--- src/rtl/fixed_pkg.sv ---
// Shared definitions for the fixed-point arithmetic family (multiplier, and
// later the adder and MAC).
//   round_mode_t   : encoding of the ROUND parameter (text constant)
//   ROUND_TRUNC    : floor toward -inf
//   ROUND_NEAREST  : round half toward +inf
//   sat_limits_t   : signed min/max of a two's complement word
//   sat_bits(w)    : returns the min/max limits for a w-bit word (w <= 63)
package fixed_pkg;

  typedef logic [55:0] round_mode_t;

  localparam round_mode_t ROUND_TRUNC   = round_mode_t'("TRUNC");
  localparam round_mode_t ROUND_NEAREST = round_mode_t'("NEAREST");

  typedef struct packed {
    logic signed [63:0] min_v;
    logic signed [63:0] max_v;
  } sat_limits_t;

  function automatic sat_limits_t sat_bits(input int width);
    sat_limits_t lim;
    lim.max_v = (64'sd1 <<< (width - 1)) - 64'sd1;
    lim.min_v = -(64'sd1 <<< (width - 1));
    return lim;
  endfunction

endpackage

--- src/rtl/fixed_round_sat.sv ---
// Combinational rounding, range check and optional clamp of a full-width
// signed product down to a Q(BITS-FRACTION).FRACTION word.
//   p        : in  2*BITS signed full-precision value (product)
//   c        : out BITS   rounded (and clamped or wrapped) result
//   overflow : out 1      rounded value lies outside the BITS-bit range
module fixed_round_sat
  import fixed_pkg::*;
#(
  parameter int          BITS     = 8,
  parameter int          FRACTION = 4,
  parameter round_mode_t ROUND    = ROUND_TRUNC,
  parameter bit          SATURATE = 1'b1
) (
  input  logic [2*BITS-1:0] p,
  output logic [BITS-1:0]   c,
  output logic              overflow
);

  // One guard bit above the product so adding the rounding constant to the
  // most positive product cannot wrap.
  localparam int          RW      = 2 * BITS + 1;
  localparam bit          NEAREST = (ROUND == ROUND_NEAREST);
  localparam sat_limits_t LIM     = sat_bits(BITS);

  localparam logic signed [RW-1:0] MAX_R = RW'($signed(LIM.max_v));
  localparam logic signed [RW-1:0] MIN_R = RW'($signed(LIM.min_v));
  // 2^(FRACTION-1); written as (1<<F)>>1 so FRACTION=0 yields 0 rather than
  // a negative shift.
  localparam logic signed [RW-1:0] HALF  = NEAREST ? ((RW'(1) << FRACTION) >> 1) : '0;

  logic signed [RW-1:0] p_ext;
  logic signed [RW-1:0] r;

  always_comb begin
    p_ext = RW'($signed(p));
    if (NEAREST) begin
      r = (p_ext + HALF) >>> FRACTION;
    end else begin
      r = p_ext >>> FRACTION;
    end

    overflow = (r > MAX_R) || (r < MIN_R);

    if (SATURATE && (r > MAX_R)) begin
      c = MAX_R[BITS-1:0];
    end else if (SATURATE && (r < MIN_R)) begin
      c = MIN_R[BITS-1:0];
    end else begin
      c = r[BITS-1:0];
    end
  end

endmodule

--- src/rtl/fixed_multiply_pipe.sv ---
// Pipelined signed fixed-point multiplier with rounding, saturation and
// overflow flag, valid/ready on both sides with full backpressure.
//   clk, reset : rising-edge clock, synchronous active-high reset
//   in_valid   : in  operands a/b present
//   in_ready   : out block accepts operands this cycle
//   a, b       : in  BITS signed operands
//   out_valid  : out result present
//   out_ready  : in  consumer accepts result this cycle
//   c          : out BITS signed result
//   overflow   : out result exceeded range (qualified by out_valid)
//
// Handshake: a word transfers on a rising edge where valid and ready are
// both high. The producer holds its payload while valid&~ready; ready may
// depend on the consumer's ready combinationally but never on valid.
//
// Stage 1 holds the exact product, stages 2..STAGES-1 delay it, and stage
// STAGES holds the rounded/clamped result. A stage loads when it, or any
// stage after it, is empty, or when the output is being consumed, so
// bubbles collapse and a full pipe still streams 1 word per cycle.
module fixed_multiply_pipe
  import fixed_pkg::*;
#(
  parameter int          BITS     = 8,
  parameter int          FRACTION = 4,
  parameter int          STAGES   = 3,
  parameter round_mode_t ROUND    = ROUND_TRUNC,
  parameter bit          SATURATE = 1'b1
) (
  input  logic            clk,
  input  logic            reset,
  input  logic            in_valid,
  output logic            in_ready,
  input  logic [BITS-1:0] a,
  input  logic [BITS-1:0] b,
  output logic            out_valid,
  input  logic            out_ready,
  output logic [BITS-1:0] c,
  output logic            overflow
);

  localparam int PW = 2 * BITS;

  if (BITS < 2 || BITS > 32) begin : g_bad_bits
    $error("fixed_multiply_pipe: BITS must be in 2..32");
  end
  if (FRACTION < 0 || FRACTION > BITS - 1) begin : g_bad_fraction
    $error("fixed_multiply_pipe: FRACTION must be in 0..BITS-1");
  end
  if (STAGES < 2 || STAGES > 8) begin : g_bad_stages
    $error("fixed_multiply_pipe: STAGES must be in 2..8");
  end
  if (ROUND != ROUND_TRUNC && ROUND != ROUND_NEAREST) begin : g_bad_round
    $error("fixed_multiply_pipe: ROUND must be TRUNC or NEAREST");
  end
  if (ROUND == ROUND_NEAREST && FRACTION < 1) begin : g_bad_nearest
    $error("fixed_multiply_pipe: NEAREST rounding needs FRACTION >= 1");
  end

  logic [STAGES:1] valid;
  logic [STAGES:1] load;
  logic [PW-1:0]   prod_q [1:STAGES-1];
  logic [PW-1:0]   prod_d;
  logic [BITS-1:0] c_d;
  logic            overflow_d;

  // load[k] is true when some stage at or after k is empty, or the output
  // is draining; built back-to-front with a running "hole" flag.
  always_comb begin : load_chain
    logic hole;
    hole = out_ready;
    for (int k = STAGES; k >= 1; k--) begin
      hole    = hole | ~valid[k];
      load[k] = hole;
    end
  end

  assign in_ready  = load[1] & ~reset;
  assign out_valid = valid[STAGES];

  always_comb begin
    prod_d = PW'($signed(a)) * PW'($signed(b));
  end

  fixed_round_sat #(
    .BITS     (BITS),
    .FRACTION (FRACTION),
    .ROUND    (ROUND),
    .SATURATE (SATURATE)
  ) u_round_sat (
    .p        (prod_q[STAGES-1]),
    .c        (c_d),
    .overflow (overflow_d)
  );

  always_ff @(posedge clk) begin
    if (reset) begin
      valid    <= '0;
      c        <= '0;
      overflow <= 1'b0;
      for (int k = 1; k <= STAGES - 1; k++) begin
        prod_q[k] <= '0;
      end
    end else begin
      if (load[1]) begin
        valid[1]  <= in_valid;
        prod_q[1] <= prod_d;
      end
      for (int k = 2; k <= STAGES - 1; k++) begin
        if (load[k]) begin
          valid[k]  <= valid[k-1];
          prod_q[k] <= prod_q[k-1];
        end
      end
      if (load[STAGES]) begin
        valid[STAGES] <= valid[STAGES-1];
        c             <= c_d;
        overflow      <= overflow_d;
      end
    end
  end

endmodule

--- config.mk ---
export PLATFORM = sky130hd
export DESIGN_NAME = fixed_multiply_pipe
export DESIGN_NICKNAME = d
export VERILOG_FILES = /design/src/rtl/fixed_pkg.sv /design/src/rtl/fixed_round_sat.sv /design/src/rtl/fixed_multiply_pipe.sv
export SDC_FILE = /design/constraint.sdc
export NUM_CORES = 1
export LEC_CHECK = 0
export ABC_CLOCK_PERIOD_IN_PS = 6500
export CAP_MARGIN = 20
export CELL_PAD_IN_SITES_DETAIL_PLACEMENT = 1
export CELL_PAD_IN_SITES_GLOBAL_PLACEMENT = 1
export CORE_ASPECT_RATIO = 0.75
export CORE_MARGIN = 2
export CORE_UTILIZATION = 43
export DETAILED_ROUTE_END_ITERATION = 8
export PLACE_DENSITY = 0.8
export SLEW_MARGIN = 30
export SYNTH_ARGS = -nofsm -noshare
export SYNTH_HDL_FRONTEND = slang
export SYNTH_SLANG_ARGS = --single-unit
export TNS_END_PERCENT = 30
--- constraint.sdc ---
create_clock -name clk -period 6.5 [get_ports clk]
set_input_delay 1.3 -clock clk [delete_from_list [all_inputs] [get_ports clk]]
set_output_delay 1.3 -clock clk [all_outputs]
set_load 0.05 [all_outputs]
* Yosys cells after proc, flatten, opt, wreduce, memory -nomap -nowiden *
Memory sizes are Yosys's and may differ from the RTL's.
Cells that the tools add are included.
W data, S select, Z words.

word-level totals
  flip-flop bits (word level) = 12
  latch bits = 0
  memory bits (writable) = 32
  ROM bits = 0
  memories = 1

operators by class
  $add $sub $neg = 0
  multiply operators = 1
  divide/modulo/power cells = 0
  $lt $le $gt $ge = 2
  equal/unequal tests = 0
  shifts and indexed selects = 0
  mux-type cells = 12
  bitwise logic cells = 10
  reduce and logical (&&, ||, !) cells = 1

memories
  memory  words  width  read ports  clocked after Yosys merged registers in  write ports  line                       text
  prod_q  2      16     2           0                                        2            fixed_multiply_pipe.sv:61  logic [PW-1:0] prod_q [1:STAGES-1];

operators by type and width
  operator               count
  $mux W16               2
  $mul A8 B8 Y16         1
  $mux W8                2
  $gt A12 B8 Y1 const B  1
  $lt A12 B8 Y1 const B  1
  $mux W1                8
  $or A1 B1 Y1           5
  $not A1 Y1             4
  $and A1 B1 Y1          1
  $logic_or A1 B1 Y1     1

* Depth between registers and ports, before layout *
Gate-level depths: netlist of run 1.

  depth in word-level cells = 8
  gate-level depth with buffers = 16

* By module *
From an unflattened synthesis of run 1, not the netlist that was laid out.

second synthesis, totals
  cells, all modules = 436
  area, all modules = 4321.6 um2

modules (own cells, without submodules)
  module               instances  cells an instance  area an instance (um2)  seq. area each (um2)
  fixed_multiply_pipe  1          403                4078.9                  1201.2
  fixed_round_sat      1          33                 242.7                   0.0

* Worst setup path before layout of run 1 *
No wires, ideal clock.

  path kind = input-to-reg
  from = in b[4]
  to = mem prod_q[1][14] (netlist bit) (data pin)
  setup time = 0.266 ns
  arrival time = 4.988 ns
  path slack = 1.246 ns
  stages on the path = 15
  buffers on the path = 0
  cell sequence = and2_1 -> fa_1 -> inv_1 -> fa_1 -> inv_1 -> fa_1 -> inv_1 -> fa_1 -> inv_1 -> ha_1 -> o21a_1 -> o31a_1 -> o41a_1 -> o41ai_2 -> mux2i_1

RTL lines
  what             line                       text
  start, declared  fixed_multiply_pipe.sv:34  input logic [BITS-1:0] b,
  end, declared    fixed_multiply_pipe.sv:61

==> key figures, run 1 <==
Worst setup path
  – Worst path depth: 17
  – Crit-path leading delay family: adder cells
  – CP bufs+invs: 6
  – CP Launch Type: primary input
  – Reg2Reg Depth: 2
  – Critical path capture point type: flop
  – Crit Path Class: in -> reg
  – Arr. time, crit path: roughly 6 ns
  – Maximum fanout along the worst path: 8
  – Worst EP required: 6.52 ns
  – Crit-path slowest cell: fa_1
  – Cell repeated most along the worst path: inv_1
  – CP peak stage delay: roughly 0.57 ns
  – CP Cell Sequence: clkdlybuf4s50_1 > nand2_1 > inv_1 > fa_1 > inv_1 > fa_1 > inv_1 > fa_1 > inv_1 > fa_1 > inv_1 > ha_1 > nand2_1 > or3_1 > a21o_1 > a21oi_1 > nor3b_1

Outcome
  – Status: completed

Run
  – Max-cap viol count: 0

Placement
  – Worst slack, placed: about 0.36 ns
  – Hpwl dp: slightly below 7 mm
  – Port Buffer Count: 30
  – Post-DP Area: around 4200 sq um
  – Routability cong.: 0.8286

Power
  – Worst IR Drop VDD: 0.2728 mV
  – Static leakage: a little over 2 nW
  – PwrDens: ~370 nW/um^2

Clock tree
  – Clock-pin transition on the worst setup and hold timing paths: 0.05 ns
  – # clock sinks: 36
  – CTS tree: yes
  – Root Buffer: clkbuf_16
  – Worst-Skew Late Latency: 0.27 ns
  – Inserted Clock Buffers: 5
  – CTS H-Tree Depth: 2
  – Post-CTS setup buffer count: 0
  – Maximum clock insertion buffer count: 2
  – Post-CTS Hold Fix Bufs: 0
  – # resized after CTS: 0

STA
  – Slew of the pin with the lowest slew margin: 0.7180 ns
  – Final Skew: 0.001185 ns
  – Worst Setup Slack, final: between 0.6 and 0.7 ns
  – Fmax: around 0.17 GHz
  – Final Hold Vio Count: 0
  – Min Hold Slack: approximately 0.47 ns
  – Max-slew violation count: 0
  – Setup tns final: 0 ns
  – Rel. slew slack: 0.5188
  – RSZ-0062 raised after global routing: false
  – Period utilisation layout: 0.9056
  – Setup Viol. Count Final: 0
  – Fin crit period: roughly 6 ns

GRT
  – Most Crowded Layer GR: met2
  – Met2 GRT Util: 0.3391
  – Initial antenna violation count: 0
  – GRT Total Usage: 0.1900
  – Largest net degree at the start of global routing: 17
  – Gr ovfl total: 0
  – Met3 usage: 0.02544
  – Vias in the first global route: roughly 3200
  – Global-route wire length before repair: ~15 mm
  – Routing usage on met1: 0.2522

Floorplanning
  – Die height: between 80 and 90 um
  – Io pins: 31
  – Chip width: ~110 um
  – DIE AREA: between 9000 and 10000 sq um
  – Row count: 29
  – Core box area: 8527 sq um
  – Initial Util: 0.4478

Synthesis
  – Post-synth top area share: 0.2831
  – Seq/Total Area, Yosys: 0.2516
  – Post-synth ARST share: 0
  – Yosys cell types: 37
  – Area leader, netlist: fa_1
  – Cell count after synthesis: 389
  – Post-synthesis register bit count: 36
  – Number of synthesized flops with an enable pin: 24
  – Syn Nets: around 490
  – Post-synth top cells: inv_1 (81), and2_1 (54), fa_1 (54), ha_1 (28), edfxtp_1 (24)
  – Most common cell in the synthesized netlist: inv_1
  – Dominant cells by area after synthesis: fa_1 (28%), edfxtp_1 (19%), ha_1 (9.2%)
  – Mean Syn Cell Area: between 9 and 10 sq um
  – Main synth FF type: edfxtp_1
  – Synth warnings: 0
  – Post-Syn Area: between 3000 and 4000 sq um

Routing
  – Via count: ~2800
  – Final wirelength: 8.270 mm
  – WL/cell: 15.57 um
  – DRC: 0
  – Antenna Violating Nets Remaining: 0
  – Total iterations of the first detailed-routing run: 4
  – Initial DRC Count: 93
  – Vias per Instance: ~5.2

Hold path
  – Worst hold path class: reg -> reg
  – WHS Path Cells: 2

Layout
  – Area grow syn2layout: 15.20%
  – Layout Nets: approximately 520
  – Antenna Cells: 0
  – Post-route cell area: 4399 sq um
  – Fillers: 953
  – Layout cells sized above 1: 0.02837
==> through the flow <==
step           power, mW  utilization  instances
6_report           1.645       0.5159        531
5_1_grt            1.813       0.5159        531
4_1_cts            1.661       0.5159        531
3_5_place_dp       1.405       0.4976        523
3_3_place_gp       1.345       0.4976        523
2_1_floorplan      1.144            -        389
==> registers in the layout, summed over array words and instances (netlist names) <==
signal    cells
overflow      1
c             8
valid         3
prod_q       24
==> worst paths after layout <==
check,slack (ns),from,to
worst min-delay path,0.47,c[7]$_SDFFE_PP0P_,c[7]$_SDFFE_PP0P_
worst max register to register,4.40,valid[3]$_SDFFE_PP0P_,prod_q[1][13]$_SDFFCE_PN0P_
worst max-delay path,0.61,b[2],prod_q[1][15]$_SDFFCE_PN0P_
worst min register to register,0.47,c[7]$_SDFFE_PP0P_,c[7]$_SDFFE_PP0P_
==> worst register-to-register path, stage by stage (launching register included) <==
cell,delay [ns]
dfxtp_1,0.34
nor2b_1,0.55
nand4b_1,0.73
==> logic make-up after synthesis <==
kind of cell	after synthesis	synth area share
buffers and inverters	86	0.08453
adder cells (fa/ha/maj)	82	0.3748
XOR/XNOR	9	0.02064
AO/OA/AOI/OAI	43	0.07438
multiplexers	2	0.005570
flip-flops	36	0.2516
AND/OR/NAND/NOR	131	0.1884
==> area by class of cell <==
cell class | count | area, sq um | area share
inverters | 81 | 304.0 | 0.06911
well taps | 108 | 135.1 | 0.03072
clock buffers | 8 | 156.4 | 0.03555
multi-input cells | 267 | 2535 | 0.5762
repair buffers | 31 | 307.8 | 0.06997
flip-flops and latches | 36 | 960.9 | 0.2184
==> layer usage <==
metal,up-vias,part of all wire
li1,1300,-
met1,1444,0.47
met2,23,0.50
met3,10,0.017
met4,0,0.010
met5,-,0
==> cells in the final DEF, fill, tap and decap left out, types with 3 or more instances in the layout <==
cell / Yosys / final
inv_1: 81 / 81
and2_1: 54 / 54
fa_1: 54 / 54
clkdlybuf4s50_1: 0 / 30
ha_1: 28 / 28
edfxtp_1: 24 / 24
nand2_1: 19 / 19
a21oi_1: 17 / 17
nor2_1: 17 / 17
nor3_1: 17 / 17
dfxtp_1: 12 / 12
nor2b_1: 8 / 8
o21a_1: 8 / 8
xnor2_1: 7 / 7
a21o_1: 5 / 5
clkbuf_16: 0 / 5
nand2b_1: 4 / 4
o21ai_0: 3 / 3
==> report_power, final <==
part	internal [mW]	total [mW]	switching [mW]
Combinational	0.437	1.04	0.601
Sequential	0.335	0.359	0.0238
Clock	0.163	0.248	0.0849
Total	0.935	1.64	0.709
No activity file was read; power rests on OpenSTA's default activity.
==> run 2: changes to the inputs <==
- REMOVE_ABC_BUFFERS: not set -> 1
==> run 2 against run 1 <==
Compared with the run above:
- sequential power about the same
- die area unchanged
- highest routed layer unchanged
- maximum frequency increased by 1.1%
- first-iteration DRC count decreased by 3.2%
- critical path type unchanged
- critical endpoint unchanged
- via count decreased by 2.1%
- worst hold slack got worse by 0.018 ns
- combinational power about the same
- count of clock-buffer cells in the layout decreased by 1
- global-route usage increased by 0.10 points
- final area decreased by 0.11%
- non-clock buffer count decreased by 1
- sequential share of layout area about the same
==> key figures, run 2 (synthesis gave the netlist of run 1 again) <==
Worst setup path
  – R2R Setup Slk: 4.43 ns (was 4.40 ns)
  – CP startpoint: a[7] (was b[2])
  – CP Capture Point: prod_q[1][15]$_SDFFCE_PN0P_ (unchanged)
  – Reg-to-Reg End: prod_q[1][13]$_SDFFCE_PN0P_ (unchanged)
  – Reg2Reg Depth: 2 (unchanged)
  – CP Launch Type: primary input (unchanged)
  – Maximum fanout along the worst path: 8 (unchanged)
  – Critical path capture point type: flop (unchanged)
  – Crit Path Class: in -> reg (unchanged)
  – Arr. time, crit path: 5.85 ns (was 5.90 ns)
  – R2r startpoint: valid[3]$_SDFFE_PP0P_ (unchanged)
  – Worst EP required: 6.52 ns (about the same)

Power
  – PwrDens: 374.7 nW/um^2 (was 373.8 nW/um^2)
  – Worst IR Drop VDD: 0.2900 mV (was 0.2728 mV)
  – Static leakage: 2.036 nW (was 2.039 nW)

Clock tree
  – Worst-Skew Late Latency: 0.28 ns (was 0.27 ns)
  – Post-CTS setup buffer count: 0 (unchanged)
  – Root Buffer: clkbuf_16 (unchanged)
  – # resized after CTS: 0 (unchanged)
  – CTS tree: yes (unchanged)
  – CTS H-Tree Depth: 2 (unchanged)
  – Maximum clock insertion buffer count: 2 (unchanged)
  – # clock sinks: 36 (unchanged)
  – Clock-pin transition on the worst setup and hold timing paths: 0.05 ns (about the same)
  – Post-CTS Hold Fix Bufs: 0 (unchanged)
  – Inserted Clock Buffers: 5 (unchanged)

STA
  – Final Hold Vio Count: 0 (unchanged)
  – Period utilisation layout: 0.8959 (was 0.9056)
  – Slew of the pin with the lowest slew margin: 0.7125 ns (was 0.7180 ns)
  – Worst Setup Slack, final: 0.6764 ns (was 0.6134 ns)
  – Setup Viol. Count Final: 0 (unchanged)
  – Fin crit period: 5.824 ns (was 5.887 ns)
  – Fmax: 0.1717 GHz (was 0.1699 GHz)
  – RSZ-0062 raised after global routing: false (unchanged)
  – Final Skew: 0.004220 ns (was 0.001185 ns)
  – Setup tns final: 0 ns (unchanged)
  – Max-slew violation count: 0 (unchanged)
  – Rel. slew slack: 0.5225 (was 0.5188)

Outcome
  – Status: completed (unchanged)

GRT
  – Largest net degree at the start of global routing: 17 (unchanged)
  – Global-route wire length before repair: 14.70 mm (was 14.77 mm)
  – Vias in the first global route: 3094 (was 3153)
  – Gr ovfl total: 0 (unchanged)
  – Initial antenna violation count: 0 (unchanged)
  – GRT Total Usage: 0.1910 (was 0.1900)

Floorplanning
  – Die height: 85.61 um (unchanged)
  – DIE AREA: 9658 sq um (unchanged)
  – Initial Util: 0.4478 (unchanged)
  – Core box area: 8527 sq um (unchanged)
  – Io pins: 31 (unchanged)
  – Row count: 29 (unchanged)
  – Chip width: 112.8 um (unchanged)

Layout
  – Antenna Cells: 0 (unchanged)
  – Most common cell after layout, fill and taps aside: inv_1 (unchanged)
  – Top flop regs: prod_q x24, c x8, valid x3 (unchanged)
  – Layout cells sized above 1: 0.02607 (was 0.02837)
  – Reg with most FFs: prod_q (unchanged)
  – Fillers: 983 (was 953)
  – Max reg flops: 24 (unchanged)
  – Most frequent cells in the layout: inv_1 (81), and2_1 (54), fa_1 (54), clkdlybuf4s50_1 (30), ha_1 (28) (unchanged)
  – Area grow syn2layout: 15.07% (was 15.20%)
  – Layout Nets: 523 (was 524)

Placement
  – Port Buffer Count: 30 (unchanged)
  – Routability cong.: 0.8220 (was 0.8286)
  – Worst slack, placed: 0.3804 ns (was 0.3576 ns)
  – Hpwl dp: 7.040 mm (was 6.853 mm)

Routing
  – Antenna Violating Nets Remaining: 0 (unchanged)
  – DRC: 0 (unchanged)
  – Vias per Instance: 5.130 (was 5.230)
  – Final wirelength: 8.259 mm (was 8.270 mm)
  – WL/cell: 15.58 um (was 15.57 um)
  – Via count: 2719 (was 2777)
  – Total iterations of the first detailed-routing run: 4 (unchanged)
  – Initial DRC Count: 90 (was 93)

Hold path
  – Worst hold path class: reg -> reg (unchanged)

Run
  – Max-cap viol count: 0 (unchanged)
## run 2: worst min path at each step
stage / slack, ns / end / start / cells past startpoint
floorplan: 0.48 / valid[2]$_SDFFE_PP0P_ / valid[1]$_SDFFE_PP0P_ / 2
global placement: 0.45 / c[7]$_SDFFE_PP0P_ / c[7]$_SDFFE_PP0P_ / 2
detailed placement: 0.46 / c[7]$_SDFFE_PP0P_ / c[7]$_SDFFE_PP0P_ / 2
CTS: 0.46 / c[7]$_SDFFE_PP0P_ / c[7]$_SDFFE_PP0P_ / 2
global route: 0.48 / c[7]$_SDFFE_PP0P_ / c[7]$_SDFFE_PP0P_ / 2
finish: 0.45 / c[7]$_SDFFE_PP0P_ / c[7]$_SDFFE_PP0P_ / 2
## run 2: through the flow
step	util	std cells	total power [mW]	hold slack, ns	cell area [sq um]
after floorplan	-	384	1.143	0.4806	3800
after CTS	0.5153	530	1.669	0.4624	4394
after global routing	0.5153	530	1.818	0.4777	4394
after detailed placement	0.4967	522	1.406	0.4552	4235
after global placement	0.4967	522	1.345	0.4499	4235
final	0.5153	530	1.646	0.4550	4394
## run 2: report_power, final
part           total [mW]  switching (mW)  internal, mW
Combinational        1.03           0.592         0.440
Sequential          0.359          0.0241         0.335
Clock               0.255          0.0906         0.165
## run 2: layout make-up
class,instances,area (sq um),area share
clock buffers,7,153.9,0.03502
clock inverters,1,5.005,0.001139
inverters,81,304.0,0.06919
multi-input cells,267,2535,0.5769
flip-flops and latches,36,960.9,0.2187
well taps,108,135.1,0.03075
repair buffers,30,300.3,0.06834
## run 2: worst max-delay path, stage by stage
cell,delay [ns]
clkdlybuf4s50_1,0.54
and2_1,0.25
fa_1,0.60
inv_1,0.16
fa_1,0.57
inv_1,0.06
fa_1,0.53
inv_1,0.06
fa_1,0.53
inv_1,0.04
ha_1,0.33
nand2_1,0.11
or3_1,0.39
a21o_1,0.17
a21oi_1,0.14
nor3b_1,0.06
## run 2: routing by layer
metal	vias to the layer above	wire length (um)	track usage
met2	31	4186	0.3315
met3	10	206	0.03392
met5	-	0	0
met4	0	61	0.02993
met1	1386	3804	0.2580
li1	1292	-	-
==> run 3: changes to the inputs <==
- CELL_PAD_IN_SITES_GLOBAL_PLACEMENT: 1 -> 2
- CORE_UTILIZATION: 43 -> 38
- PLACE_DENSITY: 0.8 -> 0.85
- SKIP_CTS_REPAIR_TIMING: not set -> 1
==> run 3 against run 2 <==
Compared with the run above:
- wire length fell by 4.1%
- cell count grew 4.7%
- first-iteration DRC count grew 27%
- highest routed layer unchanged
- sequential power hardly changed
- critical path depth unchanged
- worst hold slack improved by 0.0058 ns
==> key figures, run 3 (synthesis gave the netlist of run 1 again) <==
Outcome
  – Status: completed (unchanged)

Routing
  – Total iterations of the first detailed-routing run: 4 (unchanged)
  – Initial DRC Count: 114 (was 90)
  – Vias per Instance: 4.856 (was 5.130)
  – DR top layer: met4 (unchanged)
  – Via count: 2695 (was 2719)
  – Final wirelength: 7.921 mm (was 8.259 mm)
  – WL/cell: 14.27 um (was 15.58 um)
  – Metal3 WL: 219 um (was 206 um)
  – Antenna Violating Nets Remaining: 0 (unchanged)
  – DRC: 0 (unchanged)
  – Met1 Routed Length: 3.891 mm (was 3.804 mm)
  – WL met2: 3.781 mm (was 4.186 mm)

Layout
  – Area grow syn2layout: 16.12% (was 15.07%)
  – Most frequent cells in the layout: inv_1 (81), and2_1 (54), fa_1 (54), clkdlybuf4s50_1 (30), ha_1 (28) (unchanged)
  – Antenna Cells: 0 (unchanged)
  – Fillers: 1102 (was 983)
  – Top flop regs: prod_q x24, c x8, valid x3 (unchanged)
  – Most common cell after layout, fill and taps aside: inv_1 (unchanged)
  – Reg with most FFs: prod_q (unchanged)
  – Max reg flops: 24 (unchanged)
  – Layout cells sized above 1: 0.03073 (was 0.02607)
  – Finished Layout Cells: 555 (was 530)
  – Layout Nets: 524 (was 523)

Clock tree
  – CTS tree: yes (unchanged)
  – # clock sinks: 36 (unchanged)
  – Root Buffer: clkbuf_16 (unchanged)
  – Inserted Clock Buffers: 5 (unchanged)
  – Worst-Skew Late Latency: 0.28 ns (about the same)
  – Maximum clock insertion buffer count: 2 (unchanged)
  – Clock-pin transition on the worst setup and hold timing paths: 0.06 ns (was 0.05 ns)
  – CTS H-Tree Depth: 2 (unchanged)

STA
  – Final Hold Vio Count: 0 (unchanged)
  – Slew of the pin with the lowest slew margin: 0.7141 ns (was 0.7125 ns)
  – Setup tns final: 0 ns (unchanged)
  – Setup Viol. Count Final: 0 (unchanged)
  – Rel. slew slack: 0.5239 (was 0.5225)
  – Min Hold Slack: 0.4608 ns (was 0.4550 ns)
  – Fmax: 0.1725 GHz (was 0.1717 GHz)
  – Max-slew violation count: 0 (unchanged)
  – Final Skew: 0.003480 ns (was 0.004220 ns)
  – Fin crit period: 5.799 ns (was 5.824 ns)
  – RSZ-0062 raised after global routing: false (unchanged)
  – Period utilisation layout: 0.8921 (was 0.8959)

Floorplanning
  – Initial Util: 0.3938 (was 0.4478)
  – Row count: 31 (was 29)
  – Io pins: 31 (unchanged)
  – Die height: 90.82 um (was 85.61 um)
  – DIE AREA: 10880 sq um (was 9658 sq um)
  – Chip width: 119.8 um (was 112.8 um)
  – Core box area: 9697 sq um (was 8527 sq um)

Placement
  – Port Buffer Count: 30 (unchanged)
  – Placed Cells: 547 (was 522)
  – Routability cong.: 0.8181 (was 0.8220)
  – Hpwl dp: 6.774 mm (was 7.040 mm)

GRT
  – GRT Total Usage: 0.1649 (was 0.1910)
  – Largest net degree at the start of global routing: 17 (unchanged)
  – Initial antenna violation count: 0 (unchanged)
  – Gr ovfl total: 0 (unchanged)
  – Vias in the first global route: 3051 (was 3094)
  – Global-route wire length before repair: 14.47 mm (was 14.70 mm)

Run
  – Max-cap viol count: 0 (unchanged)

Power
  – Total power: 1.625 mW (was 1.646 mW)
  – PwrDens: 366.6 nW/um^2 (was 374.7 nW/um^2)
  – Static leakage: 2.044 nW (was 2.036 nW)
  – Worst IR Drop VDD: 0.3195 mV (was 0.2900 mV)

Hold path
  – Worst hold path class: reg -> reg (unchanged)

Worst setup path
  – Worst EP required: 6.52 ns (about the same)
  – Crit Path Class: in -> reg (unchanged)
  – Arr. time, crit path: 5.82 ns (was 5.85 ns)
  – Critical path capture point type: flop (unchanged)
  – Maximum fanout along the worst path: 8 (unchanged)
  – CP Launch Type: primary input (unchanged)
[run 3: changes by cell type in the layout (fill, tap and decap cells not counted), sizes merged]
cell | previous run | this run
clkbuf | 7 | 6
buf | 0 | 1
inv | 81 | 82
[run 3: report_power, final]
| group | total [mW] | internal [mW] | switching [mW] |
|---|---|---|---|
| logic | 1.01 | 0.435 | 0.573 |
| registers | 0.357 | 0.335 | 0.0225 |
| clock network | 0.260 | 0.165 | 0.0947 |
[run 3: metrics by stage]
stage / worst slack [ns] / cell area [sq um] / util
floorplan: 1.246 / 3800 / -
global placement: 0.5122 / 4273 / 0.4406
detailed placement: 0.4009 / 4273 / 0.4406
CTS: 0.6775 / 4434 / 0.4573
global route: 0.4481 / 4434 / 0.4573
finish: 0.7013 / 4434 / 0.4573
[run 3: layout make-up]
cell class	instances	area, sq um	share of cell area
well taps	132	165.2	0.03725
flip-flops and latches	36	960.9	0.2167
inverters	81	304.0	0.06857
clock inverters	2	11.26	0.002540
multi-input cells	267	2535	0.5717
clock buffers	6	150.1	0.03386
repair buffers	31	307.8	0.06941
[run 3: path summary, 6_finish.rpt]
check | startpoint | end | slack [ns] | depth (start not counted)
max | b[4] | prod_q[1][15]$_SDFFCE_PN0P_ | 0.70 | 16
min | c[7]$_SDFFE_PP0P_ | c[7]$_SDFFE_PP0P_ | 0.46 | 2
max reg2reg | valid[3]$_SDFFE_PP0P_ | prod_q[1][15]$_SDFFCE_PN0P_ | 4.46 | 2
min reg2reg | c[7]$_SDFFE_PP0P_ | c[7]$_SDFFE_PP0P_ | 0.46 | 2
[run 3: routing by layer]
layer  GRT usage  vias to the layer above
li1            -                     1290
met1      0.2302                     1375
met3     0.02462                        5
met4     0.01765                        0
met2      0.2810                       25
met5           0                        -
[run 3: critical path, stage by stage]
cell,delay [ns]
clkdlybuf4s50_1,0.55
and2_1,0.23
fa_1,0.60
inv_1,0.16
fa_1,0.56
inv_1,0.05
fa_1,0.53
inv_1,0.05
fa_1,0.52
inv_1,0.04
ha_1,0.33
nand2_1,0.11
or3_1,0.38
a21o_1,0.17
a21oi_1,0.16
nor3b_1,0.07
